## src/rtl/lift_lock_pkg.sv

```systemverilog
// Shared constants and types for the lift key sequencer: key width, slot count,
// window timing and the sequencer state encoding.
package lift_lock_pkg;

  localparam int KEY_W    = 14;
  localparam int NUM_KEYS = 4;
  localparam int WINDOW   = 8;
  localparam int PHASE_W  = 5;
  localparam int PERIOD   = NUM_KEYS * WINDOW;
  localparam int IDX_W    = $clog2(NUM_KEYS);

  typedef logic [KEY_W-1:0]   key_t;
  typedef logic [IDX_W-1:0]   idx_t;
  typedef logic [PHASE_W-1:0] phase_t;

  typedef enum logic [1:0] {
    IDLE  = 2'd0,
    READY = 2'd1,
    RUN   = 2'd2
  } state_e;

  // Slot index for a phase; WINDOW is a power of two so this is just the top bits.
  function automatic idx_t window_of(input phase_t p);
    return p[PHASE_W-1 -: IDX_W];
  endfunction

endpackage

```

## src/rtl/key_slot_file.sv

```systemverilog
// NUM_KEYS x KEY_W key storage: one synchronous write port, one combinational
// read port, cleared by reset only.
module key_slot_file
  import lift_lock_pkg::*;
(
  input  logic             clk,
  input  logic             rst,
  input  logic             we,
  input  logic [IDX_W-1:0] widx,
  input  logic [KEY_W-1:0] wdata,
  input  logic [IDX_W-1:0] ridx,
  output logic [KEY_W-1:0] rdata
);

  key_t slot_q [NUM_KEYS];

  always_ff @(posedge clk) begin
    if (rst) begin
      for (int i = 0; i < NUM_KEYS; i++) slot_q[i] <= '0;
    end else if (we) begin
      slot_q[widx] <= wdata;
    end
  end

  assign rdata = slot_q[ridx];

endmodule

```

## src/rtl/lift_key_sequencer.sv

```systemverilog
// Loads NUM_KEYS key words, then presents the key for the current time window
// in lockstep with the downstream lift controller's phase counter.
//
// state | meaning
// IDLE  | accepting key beats into slot[wr_idx]
// READY | all slots loaded, waiting for start
// RUN   | phase stepping, key_out = slot[window]
module lift_key_sequencer
  import lift_lock_pkg::*;
(
  input  logic               clk,
  input  logic               rst,
  input  logic               load_valid,
  input  logic [KEY_W-1:0]   load_data,
  output logic               load_ready,
  input  logic               start,
  input  logic               halt,
  input  logic               sync,
  input  logic               clear,
  output logic [KEY_W-1:0]   key_out,
  output logic               key_valid,
  output logic [1:0]         window,
  output logic [PHASE_W-1:0] phase
);

  state_e     state_q, state_n;
  idx_t       wr_idx_q, wr_idx_n;
  phase_t     phase_q, phase_n;
  key_t       key_q, key_n;
  logic       valid_q, valid_n;
  logic       accept;
  key_t       rd_key;

  // A beat is never taken in a cycle that also resets or clears.
  assign load_ready = (state_q == IDLE) && !rst && !clear;
  assign accept     = load_valid && load_ready;

  always_comb begin
    state_n  = state_q;
    wr_idx_n = wr_idx_q;
    phase_n  = phase_q;
    if (clear) begin
      state_n  = IDLE;
      wr_idx_n = '0;
      phase_n  = '0;
    end else begin
      case (state_q)
        IDLE: begin
          if (accept) begin
            wr_idx_n = wr_idx_q + 1'b1;
            if (wr_idx_q == IDX_W'(NUM_KEYS - 1)) state_n = READY;
          end
        end
        READY: begin
          if (start) begin
            state_n = RUN;
            phase_n = '0;
          end
        end
        RUN: begin
          if (halt) begin
            state_n = READY;
            phase_n = '0;
          end else if (sync) begin
            phase_n = '0;
          end else if (phase_q == PHASE_W'(PERIOD - 1)) begin
            phase_n = '0;
          end else begin
            phase_n = phase_q + 1'b1;
          end
        end
        default: begin
          state_n  = IDLE;
          wr_idx_n = '0;
          phase_n  = '0;
        end
      endcase
    end
  end

  // Look up the key for the phase being entered so key_out lines up with window.
  assign valid_n = (state_n == RUN);
  assign key_n   = valid_n ? rd_key : '0;

  key_slot_file u_slots (
    .clk   (clk),
    .rst   (rst),
    .we    (accept),
    .widx  (wr_idx_q),
    .wdata (load_data),
    .ridx  (window_of(phase_n)),
    .rdata (rd_key)
  );

  always_ff @(posedge clk) begin
    if (rst) begin
      state_q  <= IDLE;
      wr_idx_q <= '0;
      phase_q  <= '0;
      key_q    <= '0;
      valid_q  <= 1'b0;
    end else begin
      state_q  <= state_n;
      wr_idx_q <= wr_idx_n;
      phase_q  <= phase_n;
      key_q    <= key_n;
      valid_q  <= valid_n;
    end
  end

  assign key_out   = key_q;
  assign key_valid = valid_q;
  assign phase     = phase_q;
  assign window    = window_of(phase_q);

endmodule
```

## config.mk

```make
export PLATFORM = sky130hd
export DESIGN_NAME = lift_key_sequencer
export DESIGN_NICKNAME = d
export VERILOG_FILES = /design/src/rtl/lift_lock_pkg.sv /design/src/rtl/key_slot_file.sv /design/src/rtl/lift_key_sequencer.sv
export SDC_FILE = /design/constraint.sdc
export NUM_CORES = 1
export LEC_CHECK = 0
export ABC_AREA = 0
export CORE_MARGIN = 2
export CORE_UTILIZATION = 41
export CTS_BUF_LIST = sky130_fd_sc_hd__clkbuf_2 sky130_fd_sc_hd__clkbuf_4 sky130_fd_sc_hd__clkbuf_8
export DETAILED_ROUTE_END_ITERATION = 8
export DONT_BUFFER_PORTS = 1
export GPL_ROUTABILITY_DRIVEN = 0
export PLACE_DENSITY = 0.51
export SYNTH_ARGS = -nofsm -noshare
export SYNTH_HDL_FRONTEND = slang
export SYNTH_SLANG_ARGS = --single-unit
```

## constraint.sdc

```tcl
create_clock -name clk -period 3.9 [get_ports clk]
set_clock_uncertainty 0.05 [all_clocks]
set_input_delay 0.78 -clock clk [delete_from_list [all_inputs] [get_ports clk]]
set_output_delay 0.78 -clock clk [all_outputs]
set_load 0.02 [all_outputs]
```

==> results of run 1 <==
cell usage after synthesis, types with 2 or more instances:
library cell	n	share of area, %
ha_1	7	2.4
nor2_1	12	1.2
buf_2	2	0.28
o21ai_0	15	2.1
nor3b_1	2	0.42
and2_1	56	9.7
a221oi_2	10	4.2
a221oi_1	4	0.97
edfxtp_1	56	47
a21oi_1	22	3.1
inv_1	6	0.62
a22oi_1	2	0.42
nand2_1	4	0.42
dfxtp_1	24	13
or2_2	3	0.52
mux2i_1	14	3.9
a31oi_1	2	0.35
nor3_1	3	0.42
clkbuf_1	7	0.73
buf_4	3	0.62
and3_1	2	0.35
metal layers:
metal / vias up / global-route usage [%] / share of wire [%]
met1: 1021 / 20.9 / 46
met2: 48 / 27.2 / 48
met3: 15 / 4.51 / 4.1
li1: 1031 / - / -
met4: 0 / 6.41 / 1.6
met5: - / 0 / 0
power groups by stage:
stage | registers [mW] | clock network [mW] | logic, mW
after floorplan | 0.957 | 0 | 0.0343
after global placement | 0.960 | 0 | 0.0475
after detailed placement | 0.960 | 0 | 0.0481
after CTS | 0.941 | 0.562 | 0.0482
after global routing | 0.943 | 0.601 | 0.0519
final | 0.941 | 0.548 | 0.0471
worst max-delay path: stages, from the launching register on:
cell,delay (ns)
dfxtp_1,0.42
ha_1,0.28
and3_1,0.19
ha_1,0.21
nor4b_4,0.36
nor3b_1,0.38
o31ai_4,0.07
buf_4,0.25
mux2i_1,0.16
a221oi_1,0.31
state kept, by name (all words and copies together), names as in the netlist:
name            cells
key_valid           1
u_slots.slot_q     56
state_q             2
wr_idx_q            2
key_out            14
phase               5
area by class of cell:
| type | count | area (µm²) | area share [%] |
|---|---|---|---|
| Clock buffer | 11 | 139 | 3.56 |
| Inverter | 7 | 26.3 | 0.673 |
| Clock inverter | 5 | 32.5 | 0.834 |
| Multi-Input combinational cell | 180 | 1340 | 34.3 |
| Tap cell | 108 | 135 | 3.46 |
| Sequential cell | 80 | 2160 | 55.4 |
| Timing Repair Buffer | 9 | 67.6 | 1.73 |
worst max path at each step:
stage	startpoint	endpoint	slack (ns)
CTS	phase[0]	key_out[12]	1.06
floorplan	phase[0]	key_out[10]	1.45
finish	phase[0]	key_out[12]	1.12
detailed placement	rst	u_slots.slot_q[1][10]	1.08
global placement	rst	u_slots.slot_q[1][10]	1.10
global route	phase[0]	key_out[0]	0.94
through the flow:
step / utilization, % / hold slack [ns] / cells / cell area (µm²)
detailed placement: 43.2 / 0.511 / 384 / 3730
finish: 45.2 / 0.526 / 400 / 3900
global placement: 43.2 / 0.506 / 384 / 3730
CTS: 45.2 / 0.533 / 400 / 3900
floorplan: - / 0.477 / 281 / 3600
global route: 45.2 / 0.537 / 400 / 3900
cells by family after synthesis:
logic type | Yosys count | share of synthesized area, %
flip-flops | 80 | 60.0
XOR/XNOR | 1 | 0.243
adder cells (fa/ha/maj) | 7 | 2.43
AND/OR/NAND/NOR | 95 | 16.6
AO/OA/AOI/OAI | 63 | 13.8
buffers and inverters | 21 | 3.09
multiplexers | 14 | 3.89
==> run_results.csv, run 1 <==
group,metric,value,unit
cts,postCtsSetupBuffers,0,
timing,min_period_over_period,71.2,%
routing,routed_wl,7.62,mm
run,maxCapViolCount,0,
worst_setup_path,rr_startpoint,"phase[0]",
finish,n_antenna_cell,0,
logic_synthesis,yosys_most_used_dff,"edfxtp_1",
global_route,grt_pass1_vias,2102,
floorplan,dieArea,0.00956,mm²
power_and_ir_drop,clkPwrFrac,35.7,%
routing,drtIter0Drc,77,
power_and_ir_drop,power_frac_seq,61.3,%
worst_setup_path,cp_max_fo,14,
min_path,hold_class,"reg -> reg",
routing,wl_per_cell,19.0,µm
logic_synthesis,synth_cell_types,46,
power_and_ir_drop,p_int,1.19,mW
min_path,holdCritStartpoint,"u_slots.slot_q[3][6]",
logic_synthesis,syn_inst,281,
cts,cts-root-buf,"clkbuf_8",
floorplan,die_w,97.8,µm
cts,cts_buffers,9,
worst_setup_path,critPathKind,"reg -> reg",
cts,htreeDepth,3,
min_path,hold_end,"key_out[6]",
cts,cts_tree,"yes",
power_and_ir_drop,p_leak,1.48,nW
power_and_ir_drop,power_frac_comb,3.1,%
routing,vias,2115,
finish,layout_common_cells,"56 x and2_1, 56 x edfxtp_1, 24 x dfxtp_1, 22 x a21oi_1, 15 x o21ai_0",
routing,dr.pass1.iters,4,
min_path,holdPathStages,2,
cts,cts_buffer_depth,2,
logic_synthesis,yosysWarnings,0,
logic_synthesis,synth_nets,309,
floorplan,die_y,97.8,µm
logic_synthesis,ys_ff_latch,80,
finish,nFillCells,797,
timing,min_period,2.78,ns
power_and_ir_drop,p_per_area,394,mW/mm²
timing,grt_setup_unrepaired,"no",
worst_setup_path,endpoint_kind,"flop",
global_route,grt_max_degree,16,
timing,setup_viol,0,
worst_setup_path,reg2reg_slack,1.12,ns
worst_setup_path,start_kind,"flop",
cts,post_cts_resized,0,
global_route,antenna_found_initial,0,
power_and_ir_drop,p_sw_share,22.4,%
placement,numPortBuffers,0,
timing,worst_slew_pin_slew,0.752,ns
timing,hold_viol_final,0,
routing,drcViolationCount,0,
placement,post-place-ws,1.08,ns
timing,timing.final.ws_setup,1.12,ns
placement,dp_hpwl,4.84,mm
timing,relSlewSlack,49.9,%
logic_synthesis,async_reset_ff_share,0,%
worst_setup_path,cp_data_required_time,4.10,ns
floorplan,rows,34,
global_route,grt_overflow_total,0,
worst_setup_path,timing.rr.end,"key_out[12]",
logic_synthesis,synth_seq_area_share,60.0,%
finish,drive_gt1_share,17.5,%
floorplan,core-area,0.00864,mm²
floorplan,start_util,41.7,%
cts,clkLatencyLatePin,0.35,ns
floorplan,pin_count,44,
power_and_ir_drop,power,1.54,mW
timing,max_freq,360,MHz
power_and_ir_drop,switchingPower,344,µW
global_route,grt_pass1_wl,11.7,mm
routing,postRouteAntennaNets,0,
cts,clk_pin_slew_worst_paths,0.09,ns
global_route,grt_usage,16.5,%
worst_setup_path,arrival,2.98,ns
finish,syn_to_final_growth,8.26,%
power_and_ir_drop,peakVddDrop,0.142,mV
finish,final_net_count,315,
worst_setup_path,reg2regPathDepth,9,
outcome,status,"complete, no violations",
routing,via_per_inst,5.29,
timing,finalSetupTns,0,ns
logic_synthesis,synth.cell_area,0.00360,mm²
timing,report.final.slew_viol_count,0,
cts,cts_num_sinks,80,
logic_synthesis,synth.avg_cell_area,12.8,µm²
logic_synthesis,synth_edf_count,56,
cts,cts_hold_buf,0,
No activity file was read; power rests on OpenSTA's default activity.
==> inputs of run 2 (changes only) <==
--- a/config.mk
+++ b/config.mk
@@ -12,7 +12,7 @@
 export DETAILED_ROUTE_END_ITERATION = 8
 export DONT_BUFFER_PORTS = 1
 export GPL_ROUTABILITY_DRIVEN = 0
-export PLACE_DENSITY = 0.51
+export PLACE_DENSITY = 0.53
 export SYNTH_ARGS = -nofsm -noshare
 export SYNTH_HDL_FRONTEND = slang
 export SYNTH_SLANG_ARGS = --single-unit
==> constraint.sdc (replaced) <==
create_clock -name clk -period 2.51 [get_ports clk]
set_clock_uncertainty 0.05 [all_clocks]
set_input_delay 0.502 -clock clk [delete_from_list [all_inputs] [get_ports clk]]
set_output_delay 0.502 -clock clk [all_outputs]
set_load 0.02 [all_outputs]
==> run 2 against run 1 <==
  * Worst hold slack got worse by 0.23 ns
  * First-iteration DRC count rose by 10%
  * Critical path type unchanged
  * Highest routed layer unchanged
  * Fmax rose by 17%
  * Worst setup slack got worse by 0.98 ns
  * Combinational power rose by 67%
  * Clock power rose by 76%
  * Power rose by 63%
  * Register-to-register slack got worse by 0.98 ns
  * Largest power group unchanged
  * Sequential cell count did not move
==> run_results.csv, run 2 (synthesis gave the netlist of run 1 again) <==
group,metric,value,unit
floorplan,die_y,97.8,µm
finish,largest_reg_flops,56,
power_and_ir_drop,power,2.50,mW
worst_setup_path,reg2regPathDepth,9,
floorplan,core-area,0.00864,mm²
routing,postRouteAntennaNets,0,
placement,post-place-ws,-0.154,ns
worst_setup_path,cp_data_required_time,2.70,ns
power_and_ir_drop,p_leak,1.57,nW
power_and_ir_drop,peakVddDrop,0.293,mV
global_route,grt_usage,17.1,%
timing,setup_viol,0,
timing,min_period_over_period,94.4,%
cts,cts_buffer_depth,2,
floorplan,rows,34,
global_route,grt_overflow_total,0,
global_route,grt_max_degree,29,
min_path,hold_class,"in -> reg",
routing,via_per_inst,5.25,
worst_setup_path,timing.rr.end,"key_out[2]",
power_and_ir_drop,p_per_area,618,mW/mm²
cts,clkLatencyLatePin,0.35,ns
finish,regArea,0.00216,mm²
global_route,grt_pass1_vias,2196,
timing,timing.final.ws_setup,0.141,ns
outcome,status,"complete, no violations",
timing,report.final.slew_viol_count,0,
cts,cts-root-buf,"clkbuf_8",
timing,relSlewSlack,69.2,%
placement,dp_hpwl,4.70,mm
worst_setup_path,reg2reg_slack,0.14,ns
global_route,grt_pass1_wl,12.3,mm
floorplan,die_w,97.8,µm
finish,final_net_count,327,
routing,wl_per_cell,18.9,µm
worst_setup_path,endpoint_kind,"flop",
cts,clk_pin_slew_worst_paths,0.08,ns
cts,cts_tree,"yes",
timing,fin_hold_ws,0.295,ns
finish,largest-register,"u_slots.slot_q",
routing,dr.pass1.iters,4,
placement,numPortBuffers,0,
routing,routed_wl,7.79,mm
worst_setup_path,cp_max_fo,7,
min_path,holdPathStages,1,
finish,drive_gt1_share,21.4,%
floorplan,start_util,41.7,%
timing,finalSetupTns,0,ns
finish,syn_to_final_growth,12.4,%
min_path,holdCritStartpoint,"load_data[10]",
global_route,antenna_found_initial,0,
finish,nFillCells,781,
routing,drcViolationCount,0,
cts,cts_num_sinks,80,
timing,worst_slew_pin_slew,0.462,ns
cts,cts_buffers,9,
worst_setup_path,rr_startpoint,"phase[0]",
worst_setup_path,arrival,2.56,ns
floorplan,pin_count,44,
routing,vias,2165,
routing,drtIter0Drc,85,
timing,min_period,2.37,ns
worst_setup_path,critPathKind,"reg -> reg",
worst_setup_path,cp-startpoint,"phase[0]",
finish,multi_input_area,0.00135,mm²
min_path,hold_end,"u_slots.slot_q[1][10]",
timing,max_freq,422,MHz
worst_setup_path,start_kind,"flop",
cts,htreeDepth,3,
run,maxCapViolCount,0,
floorplan,dieArea,0.00956,mm²
timing,hold_viol_final,0,
finish,n_antenna_cell,0,
finish,layout_common_cells,"56 x and2_1, 56 x edfxtp_1, 24 x dfxtp_1, 22 x a21oi_1, 19 x buf_4",
[run 2: changes by cell type in the layout (fill, tap and decap cells not counted)]
cell	before	now
clkbuf_8	9	10
buf_4	9	19
clkinv_2	1	2
bufinv_16	0	1
clkbuf_4	2	1
buf_12	0	2
clkinv_1	1	0
clkinvlp_4	2	1
nor3b_2	0	1
nor3b_1	2	1
[run 2: cell type report]
| class | count | share of cell area [%] |
|---|---|---|
| clock buffers | 11 | 3.58 |
| clock inverters | 5 | 1.39 |
| inverters | 7 | 0.648 |
| multi-input cells | 180 | 33.2 |
| flip-flops and latches | 80 | 53.3 |
| well taps | 108 | 3.33 |
| repair buffers | 21 | 4.51 |
[run 2: worst max-delay path by stage]
stage | depth (start not counted) | endpoint | slack (ns)
6_report | 9 | key_out[2] | 0.14
5_1_grt | 9 | key_out[12] | -0.01
4_1_cts | 9 | key_out[0] | 0.03
3_5_place_dp | 8 | key_out[2] | -0.15
3_3_place_gp | 8 | key_out[0] | -0.13
2_1_floorplan | 9 | key_out[10] | 0.06
[run 2: where the power goes]
part,total [mW],switching (mW),leakage (nW),internal (mW)
clock network,0.965,0.467,0.103,0.498
logic,0.0788,0.0520,0.688,0.0268
registers,1.46,0.0113,0.780,1.45
total,2.50,0.530,1.57,1.97
[run 2: critical path, stage by stage (launching register included)]
cell and delay (ns):
dfxtp_1 0.32, ha_1 0.20, and3_1 0.18, ha_1 0.21, nor4b_4 0.33, nor3b_2 0.30, o31ai_4 0.10, buf_4 0.19
mux2i_1 0.13, a221oi_1 0.26
[run 2: layer usage]
metal | up-vias | track usage [%] | share of wire [%]
li1 | 1060 | - | -
met1 | 1044 | 21.8 | 45
met2 | 52 | 28.0 | 48
met3 | 9 | 4.94 | 5.7
met4 | 0 | 6.52 | 1.6
met5 | - | 0 | 0
[run 2: timing repair]
action                                  in CTS  in global routing
endpoints found under the setup margin      14                 11
gates resized for setup                      0                  1
setup buffers                                2                  0
pin swaps                                    1                  0
gates cloned                                 0                  0
hold buffers                                 0                  0
[run 2: metrics by stage]
| stage | instances | utilization [%] | cell area, µm² |
|---|---|---|---|
| floorplan | 281 | - | 3600 |
| global placement | 394 | 44.4 | 3830 |
| detailed placement | 394 | 44.4 | 3830 |
| CTS | 412 | 46.9 | 4050 |
| global route | 412 | 46.9 | 4050 |
| finish | 412 | 46.9 | 4050 |
==> inputs of run 3 (changes only) <==
--- a/config.mk
+++ b/config.mk
@@ -5,13 +5,12 @@
 export SDC_FILE = /design/constraint.sdc
 export NUM_CORES = 1
 export LEC_CHECK = 0
-export ABC_AREA = 0
+export ABC_AREA = 1
 export CORE_MARGIN = 2
 export CORE_UTILIZATION = 41
 export CTS_BUF_LIST = sky130_fd_sc_hd__clkbuf_2 sky130_fd_sc_hd__clkbuf_4 sky130_fd_sc_hd__clkbuf_8
 export DETAILED_ROUTE_END_ITERATION = 8
 export DONT_BUFFER_PORTS = 1
-export GPL_ROUTABILITY_DRIVEN = 0
 export PLACE_DENSITY = 0.53
 export SYNTH_ARGS = -nofsm -noshare
 export SYNTH_HDL_FRONTEND = slang
==> run 3 against run 2 <==
  * Sequential power about the same
  * Via count grew 15%
  * Worst setup slack improved by 0.22 ns
  * First-iteration DRC count increased by 3.5%
  * Global-route usage is 0.27 points higher
  * Final area rose by 4.3%
  * Fmax up 10%
  * Final cell count is 29% higher
  * Power is 14% higher
  * Count of clock-buffer cells in the layout did not move
  * Synthesized cell count grew 44%
  * Die area rose by 4.3%
==> run_results.csv, run 3 <==
group,metric,value,unit
outcome,status,"complete, no violations",
logic_synthesis,yosysWarnings,0,
cts,post_cts_resized,0,
timing,worst_slew_pin_slew,0.455,ns
finish,layout_common_cells,"85 x inv_1, 62 x nor2_1, 56 x edfxtp_1, 51 x nand2_1",
floorplan,core-area,0.00881,mm²
placement,place.gp.congestion,0.843,
power_and_ir_drop,p_leak,1.90,nW
timing,timing.final.ws_setup,0.366,ns
power_and_ir_drop,peakVddDrop,0.311,mV
cts,clkLatencyLatePin,0.35,ns
worst_setup_path,endpoint_kind,"flop",
logic_synthesis,synth_nets,434,
timing,min_period,2.14,ns
finish,syn_to_final_growth,12.3,%
timing,report.final.slew_viol_count,0,
timing,hold_viol_final,0,
routing,routed_wl,7.87,mm
timing,fin_hold_ws,0.161,ns
global_route,grt_pass1_vias,2433,
logic_synthesis,ys_ff_latch,80,
logic_synthesis,synth_common_cells,"85 x inv_1, 62 x nor2_1, 56 x edfxtp_1",
power_and_ir_drop,p_per_area,675,mW/mm²
timing,grt_setup_unrepaired,"no",
placement,post-place-ws,0.379,ns
global_route,antenna_found_initial,0,
logic_synthesis,async_reset_ff_share,0,%
logic_synthesis,synth.avg_cell_area,9.27,µm²
cts,cts_tree,"yes",
cts,cts_hold_buf,0,
finish,drive_gt1_share,18.8,%
logic_synthesis,synth.most_common_cell,"inv_1",
worst_setup_path,arrival,2.13,ns
routing,via_per_inst,4.68,
routing,vias,2497,
cts,htreeDepth,3,
global_route,grt_overflow_total,0,
finish,n_antenna_cell,0,
worst_setup_path,critPathKind,"reg -> reg",
floorplan,die_y,99.8,µm
cts,clk_pin_slew_worst_paths,0.08,ns
logic_synthesis,synth_edf_count,56,
finish,mostFrequentLayoutCell,"inv_1",
cts,cts_buffers,9,
timing,relSlewSlack,69.6,%
logic_synthesis,synth_seq_area_share,57.4,%
logic_synthesis,synth.cell_area,0.00376,mm²
worst_setup_path,start_kind,"flop",
finish,final_cell_count_no_fill,533,
floorplan,pin_count,44,
timing,min_period_over_period,85.4,%
floorplan,start_util,42.8,%
floorplan,rows,34,
routing,dr.pass1.iters,4,
logic_synthesis,syn_inst,406,
min_path,hold_class,"in -> reg",
routing,wl_per_cell,14.8,µm
placement,dp_hpwl,5.54,mm
worst_setup_path,cp_data_required_time,2.50,ns
finish,final_area,0.00423,mm²
finish,final_net_count,448,
cts,cts_buffer_depth,2,
logic_synthesis,synth_cell_types,27,
cts,cts-root-buf,"clkbuf_8",
routing,postRouteAntennaNets,0,
global_route,grt_usage,17.4,%
finish,nFillCells,868,
finish,largest_reg_flops,56,
timing,max_freq,466,MHz
finish,largest-register,"u_slots.slot_q",
logic_synthesis,yosys_most_used_dff,"edfxtp_1",
placement,numPortBuffers,0,
cts,cts_num_sinks,80,
cts,postCtsSetupBuffers,0,
floorplan,die_w,99.8,µm
routing,drtIter0Drc,88,
logic_synthesis,yosys.area.top_type,"edfxtp_1",
floorplan,dieArea,0.00997,mm²
timing,finalSetupTns,0,ns
timing,setup_viol,0,
logic_synthesis,yosys.area.top_type_share,44.7,%
global_route,grt_pass1_wl,12.9,mm
routing,drcViolationCount,0,
worst_setup_path,cp_max_fo,15,
run,maxCapViolCount,0,
logic_synthesis,synth.area.top_cells,"edfxtp_1 45%, dfxtp_1 13%, inv_1 8.5%",
placement,dp.cells,517,
global_route,grt_max_degree,30,
placement,placement.cell_area,0.00395,mm²
-- run 3: cell types whose count changed after synthesis, moves of 8 or more --
cell	previous run	this run
a21oi_2	0	9
a221oi_2	10	0
and2_1	56	0
inv_1	6	85
mux2i_1	14	0
nand2_1	4	51
nand2_2	0	16
nand3_1	0	24
nand3_2	1	9
nor2_1	12	62
o21ai_0	15	2
-- run 3: per-layer routing --
| metal | track usage (%) | up-vias | wire (µm) |
|---|---|---|---|
| met3 | 3.62 | 10 | 300 |
| met2 | 27.0 | 47 | 3550 |
| met1 | 24.0 | 1145 | 3890 |
| met4 | 6.95 | 0 | 127 |
| li1 | - | 1295 | - |
| met5 | 0 | - | 0 |
-- run 3: final timing paths --
path                                  start               endpoint  slack (ns)  cells past startpoint
worst max-delay path             state_q[0]  u_slots.slot_q[3][10]        0.37                      6
worst min-delay path                    rst             state_q[0]        0.16                      1
worst max register to register   state_q[0]  u_slots.slot_q[3][10]        0.37                      6
worst min register to register  wr_idx_q[0]            wr_idx_q[0]        0.51                      2
-- run 3: cell families after synthesis --
logic type / synth area share (%)
AOI/OAI and AO/OA: 6.85
and+or+nand+nor: 21.4
DFF: 57.4
adders and majority gates: 2.33
buffers and inverters: 12.0
-- run 3: metrics by stage --
| stage | util, % | power, mW |
|---|---|---|
| after floorplan | - | 1.57 |
| after global placement | 44.9 | 1.61 |
| after detailed placement | 44.9 | 1.61 |
| after CTS | 48.0 | 2.87 |
| after global routing | 48.0 | 2.96 |
| final | 48.0 | 2.85 |
-- run 3: final cells by class --
cell class	instances	area (µm²)	share of cell area, %
Clock buffer	11	145	3.43
Clock inverter	5	129	3.05
Inverter	88	330	7.82
Multi-Input combinational cell	220	1150	27.3
Sequential cell	80	2160	51.2
Tap cell	108	135	3.20
Timing Repair Buffer	21	170	4.03
-- run 3: critical path, stage by stage (launching register included) --
cell,delay (ns)
dfxtp_1,0.34
inv_1,0.10
ha_1,0.27
nand3_1,0.27
buf_4,0.30
a211oi_2,0.22
buf_4,0.28
-- run 3: power by group --
part	switching (mW)	leakage (nW)	internal, mW	total (mW)
clock	0.472	0.137	0.802	1.27
combinational	0.0854	0.993	0.0330	0.118
sequential	0.0119	0.772	1.45	1.46
